--- config.mk ---
export PLATFORM = sky130hd
export DESIGN_NAME = decoder_scanner
export DESIGN_NICKNAME = d
export VERILOG_FILES = /design/src/rtl/decoder_scanner.sv
export SDC_FILE = /design/constraint.sdc
export NUM_CORES = 1
export LEC_CHECK = 0
export ABC_AREA = 1
export CAP_MARGIN = 20
export CORE_ASPECT_RATIO = 1.1
export CORE_MARGIN = 5
export CORE_UTILIZATION = 40
export CTS_CLUSTER_SIZE = 24
export DETAILED_ROUTE_END_ITERATION = 10
export DONT_BUFFER_PORTS = 1
export GPL_ROUTABILITY_DRIVEN = 1
export PLACE_DENSITY = 0.62
export REMOVE_ABC_BUFFERS = 1
export SETUP_SLACK_MARGIN = 0.2
export SLEW_MARGIN = 10
export SYNTH_ARGS = -nofsm -noshare
export SYNTH_HDL_FRONTEND = slang
export SYNTH_SLANG_ARGS = --single-unit
export TNS_END_PERCENT = 20
--- constraint.sdc ---
create_clock -name clk -period 1.8 [get_ports clk]
set_clock_uncertainty 0.1 [all_clocks]
set_input_delay 0.36 -clock clk [delete_from_list [all_inputs] [get_ports clk]]
set_output_delay 0.36 -clock clk [all_outputs]
set_load 0.02 [all_outputs]
--- src/rtl/decoder_scanner.sv ---
// ---------------------------------------------------------------------------
// decoder_scanner
//   N-to-2**N one-hot row decoder with registered outputs. In manual mode it
//   decodes `in` one cycle late; in scan mode it walks every row in turn,
//   holding each for DWELL cycles followed by BLANK all-zero cycles. It drives
//   the row-select lines of the LED-matrix display.
//
// Ports
//   clk         system clock, rising edge
//   rst         synchronous active-high reset
//   ena         global enable; 0 forces outputs low
//   mode        0 = manual decode, 1 = auto scan
//   in          manual row select (ignored in scan mode)
//   out         registered one-hot row drive
//   index       current row number
//   active      high whenever out is nonzero
//   row_start   one-cycle pulse on the first cycle of each scan row
//   frame_done  one-cycle pulse on the first cycle of row 0 after a wrap
//
// State | meaning
//   IDLE     | manual mode or disabled; scan not running
//   SHOW     | current scan row asserted, dwell timer running
//   BLANKING | gap between rows, outputs all zero
// ---------------------------------------------------------------------------
module decoder_scanner #(
    parameter int N     = 3,
    parameter int DWELL = 1000,
    parameter int BLANK = 2
) (
    input  logic              clk,
    input  logic              rst,
    input  logic              ena,
    input  logic              mode,
    input  logic [N-1:0]      in,
    output logic [2**N-1:0]   out,
    output logic [N-1:0]      index,
    output logic              active,
    output logic              row_start,
    output logic              frame_done
);

    localparam int M  = 2**N;
    localparam int DW = ($clog2(DWELL + 1) < 1) ? 1 : $clog2(DWELL + 1);
    localparam int BW = ($clog2(BLANK + 1) < 1) ? 1 : $clog2(BLANK + 1);

    // Down-counters load count-1 so the terminal compare against zero lands
    // on the last cycle of the dwell/blank window.
    localparam logic [DW-1:0] DWELL_LOAD = DW'(DWELL - 1);
    localparam logic [BW-1:0] BLANK_LOAD = BW'((BLANK > 0) ? BLANK - 1 : 0);

    typedef enum logic [1:0] {
        IDLE     = 2'd0,
        SHOW     = 2'd1,
        BLANKING = 2'd2
    } state_t;

    state_t         state_q,      state_d;
    logic [M-1:0]   out_q,        out_d;
    logic [N-1:0]   index_q,      index_d;
    logic           active_q,     active_d;
    logic           row_start_q,  row_start_d;
    logic           frame_done_q, frame_done_d;
    logic [DW-1:0]  dwell_cnt_q,  dwell_cnt_d;
    logic [BW-1:0]  blank_cnt_q,  blank_cnt_d;

    logic [N-1:0]   next_row;
    logic           advance;

    assign next_row = index_q + N'(1);

    always_comb begin
        state_d      = state_q;
        out_d        = out_q;
        index_d      = index_q;
        row_start_d  = 1'b0;
        frame_done_d = 1'b0;
        dwell_cnt_d  = dwell_cnt_q;
        blank_cnt_d  = blank_cnt_q;
        advance      = 1'b0;

        if (!ena) begin
            state_d     = IDLE;
            out_d       = '0;
            dwell_cnt_d = '0;
            blank_cnt_d = '0;
        end else if (!mode) begin
            state_d     = IDLE;
            out_d       = M'(1) << in;
            index_d     = in;
            dwell_cnt_d = '0;
            blank_cnt_d = '0;
        end else begin
            case (state_q)
                IDLE: begin
                    state_d     = SHOW;
                    index_d     = '0;
                    out_d       = M'(1);
                    row_start_d = 1'b1;
                    dwell_cnt_d = DWELL_LOAD;
                    blank_cnt_d = '0;
                end
                SHOW: begin
                    if (dwell_cnt_q == '0) begin
                        if (BLANK == 0) begin
                            advance = 1'b1;
                        end else begin
                            state_d     = BLANKING;
                            out_d       = '0;
                            blank_cnt_d = BLANK_LOAD;
                        end
                    end else begin
                        dwell_cnt_d = dwell_cnt_q - DW'(1);
                    end
                end
                BLANKING: begin
                    if (blank_cnt_q == '0) begin
                        advance = 1'b1;
                    end else begin
                        blank_cnt_d = blank_cnt_q - BW'(1);
                    end
                end
                default: begin
                    state_d = IDLE;
                    out_d   = '0;
                end
            endcase

            if (advance) begin
                state_d      = SHOW;
                index_d      = next_row;
                out_d        = M'(1) << next_row;
                row_start_d  = 1'b1;
                // Only a wrap reaches row 0 through this path; entry from
                // IDLE is handled above and never flags a completed frame.
                frame_done_d = (next_row == '0);
                dwell_cnt_d  = DWELL_LOAD;
                blank_cnt_d  = '0;
            end
        end

        active_d = |out_d;
    end

    always_ff @(posedge clk) begin
        if (rst) begin
            state_q      <= IDLE;
            out_q        <= '0;
            index_q      <= '0;
            active_q     <= 1'b0;
            row_start_q  <= 1'b0;
            frame_done_q <= 1'b0;
            dwell_cnt_q  <= '0;
            blank_cnt_q  <= '0;
        end else begin
            state_q      <= state_d;
            out_q        <= out_d;
            index_q      <= index_d;
            active_q     <= active_d;
            row_start_q  <= row_start_d;
            frame_done_q <= frame_done_d;
            dwell_cnt_q  <= dwell_cnt_d;
            blank_cnt_q  <= blank_cnt_d;
        end
    end

    assign out        = out_q;
    assign index      = index_q;
    assign active     = active_q;
    assign row_start  = row_start_q;
    assign frame_done = frame_done_q;

endmodule

==> impl_results.md <==
- Largest area contributor in the netlist: dfxtp_1
- Synth cell types: 29
- Fraction of layout cells with a size suffix above 1: 31.27%
- Max Fclk: 0.5990 GHz
- Die Wd: between 70 and 80 um
- CTS H-tree lvls: 1
- RSZ-0062 raised after global routing: yes
- Std cell rows: 24
- Largest cells by area after synthesis: dfxtp_1 33%, nand2_1 13%, nor2_1 9.5%
- Data required, critical path: ~1.9 ns
- Core box area: about 4000 sq um
- CP startpoint: dwell_cnt_q[0]
- Post-synth design cell area: approximately 1700 sq um
- Most frequent cells in the layout: 55 x nand2_1, 38 x nor2_1, 25 x inv_1, 20 x buf_4, 18 x dfxtp_1
- Post-route ant nets: 0
- FF+latch count, synth: 28
- DR vias/cell: approximately 5.0
- Peak supply drop: approximately 0.37 mV
- Max-Cap Viols: 0
- Worst Setup EP: dwell_cnt_q[6]
- Commonest non-fill, non-tap cell in the layout: nand2_1
- R2r setup slk: about 0.13 ns
- Minimum clock period: around 1.7 ns
- Die Y: between 70 and 80 um
- Worst reg2reg endpoint: dwell_cnt_q[6]
- Number of global-route vias before repair: 1,658
- YS warnings: 0
- FF-to-FF path depth: 11
- Avg Cell Area, Syn: approximately 6.7 sq um
- Max-slew violations: 0
- I/O pin total: 21
- Post-layout util: a little over half
- Crit path cell chain: inv_2 -> ha_4 -> nand3_4 -> o21bai_4 -> inv_4 -> nor2_4 -> inv_4 -> nand3b_2 -> nor2_1 -> nor2_1 -> a21oi_1
- Setup violators final: 0
- N_diodes: 0
- Initial Utilization: between 40 and 50%
- Maximum root-to-sink buffer count: 2
- Reg-to-Reg Start: dwell_cnt_q[0]
- CTS tree: done
- Hold depth: 1
- Final nets: between 200 and 300
- Total gr overflow: 0
- Final Hold Fails: 0
- Clock sink count: 28
- Die Area: roughly 5600 sq um
- HPWL after detailed placement: about 3200 um
- Relative slew slack: ~80%
- Critical Path AT: approximately 1.8 ns
- DRC viols: 0
- TritonCTS buffer count: 3
- Largest net degree at the start of global routing: 17
- Post-route cell area: around 2100 sq um
- Total detailed-routing wirelength: around 4400 um
- CTS root buf: clkbuf_8
- Cells after Synth: around 250
- First-pass GRT wire length: ~7300 um
- Power per cell area: a little under 700 nW/um^2
- Iteration-0 DRC Markers: 77
- GPL Wtd Cong: 0.8167
- Drt pass-1 iters: 7
- Port Buf Inserts: 0
- DR WL/cell: ~14 um
- Min-Delay Path Class: input pin to register
- Crit path capture type: register
- Antenna violations before repair: 0
- Clock latency on the worst-skew pair: 0.28 ns
- Clk slew on worst S/H paths: approximately 0.10 ns
- WS Path Type: register to register
- CP Max Fanout: 5
- Placed Area: ~1800 sq um
- PnR worst setup slack: ~0.13 ns
- Slowest stage delay, CP: 0.33 ns
- Pleak: 0.9882 nW
- Synth-to-Final Area Change: 25.98%
- Overall Global Routing Usage: between 15 and 20%
- Pre-CTS setup slack: -0.03580 ns
- Worst Max-Slew Pin Slew: between 0.3 and 0.4 ns
- Worst Setup Start Kind: register
- Status: completed
- Slowest CP cell: dfxtp_2
- Vias: approximately 1.6k
- Sequential fraction of the synthesis area: between 30% and 40%
- Fin crit share: between 90% and 100%
- Yosys top cell area share: about a third
[state kept, by name, summed over array words and instances, names as in the netlist]
register	count
row_start	1
frame_done	1
out	8
dwell_cnt_q	10
index	3
state_q	2
blank_cnt_q	2
active	1
[stage by stage]
step	hold slack (ns)	TNS [ns]	std cells	total power (W)
3_3_place_gp	0.3315	-0.005310	313	0.0009303
3_5_place_dp	0.3335	-0.03580	313	0.0009307
5_1_grt	0.005839	-0.003222	327	0.001546
6_report	0.01896	0	327	0.001468
4_1_cts	0.01697	0	327	0.001469
2_1_floorplan	0.3291	0	250	0.0008638
[how the worst min path moves through the flow]
stage | from | slack (ns) | to
floorplan | rst | 0.33 | active
global placement | rst | 0.33 | active
detailed placement | rst | 0.33 | active
CTS | rst | 0.02 | out[4]
global route | rst | 0.006 | out[6]
finish | rst | 0.02 | out[6]
[cell usage after synthesis]
cell	count
clkbuf_1	2
nand3b_2	1
a21oi_1	17
o21ai_2	1
nand3_2	2
o21ai_0	9
inv_1	33
nor3_1	3
a211oi_1	4
ha_1	11
o21ai_1	2
nor2_4	3
nand2_2	4
nor2_1	43
nor3b_1	1
inv_4	2
or2_2	1
o21bai_4	1
nand3_1	14
a31oi_1	2
o22ai_1	1
xor2_1	1
nand2_1	60
dfxtp_1	28
nor2_2	2
buf_4	1
a221oi_1	1
nand2_4	1
inv_2	2
[final cells by class]
type,count,area [sq um]
Fill cell,406,1894
Sequential cell,28,573.1
Timing Repair Buffer,21,161.4
Inverter,37,148.9
Multi-Input combinational cell,185,1110
Clock inverter,1,30.03
Tap cell,52,65.06
Clock buffer,3,41.29
[worst max-delay path, delay by kind of cell (launching register included)]
kind | cells | cell delay (ns)
AOI/OAI and AO/OA | 2 | 0.30
adders and majority gates | 1 | 0.15
buffers and inverters | 3 | 0.21
DFF | 1 | 0.33
and+or+nand+nor | 5 | 0.48
[metal layers]
layer / routed length [um] / global-route usage [%]
met3: 225 / 3.321
met2: 2355 / 31.25
met5: 0 / 0
met1: 1755 / 16.67
met4: 91 / 7.519
[cells by family (layout without fill, tap and decap cells)]
logic type / count (synthesis) / count (layout) / synth area share, %
and+or+nand+nor: 135 / 135 / 35.45
buffers and inverters: 40 / 62 / 9.401
AOI/OAI and AO/OA: 38 / 38 / 13.32
DFF: 28 / 28 / 33.16
adders and majority gates: 11 / 11 / 8.142
xor gates and xnor gates: 1 / 1 / 0.5182
[power breakdown]
part	switching, W	internal (W)	total (W)
logic	0.000178	0.000118	0.000295
registers	0.0000252	0.000643	0.000669
clock network	0.000206	0.000298	0.000504
total	0.000409	0.00106	0.00147
[timing repair]
item                       CTS  global route
hold buffers                 0             0
setup endpoints to repair   24            24
pin swaps                   12            26
setup buffers               10             0
gates resized for setup     29            27
No activity file was read; power rests on OpenSTA's default activity.
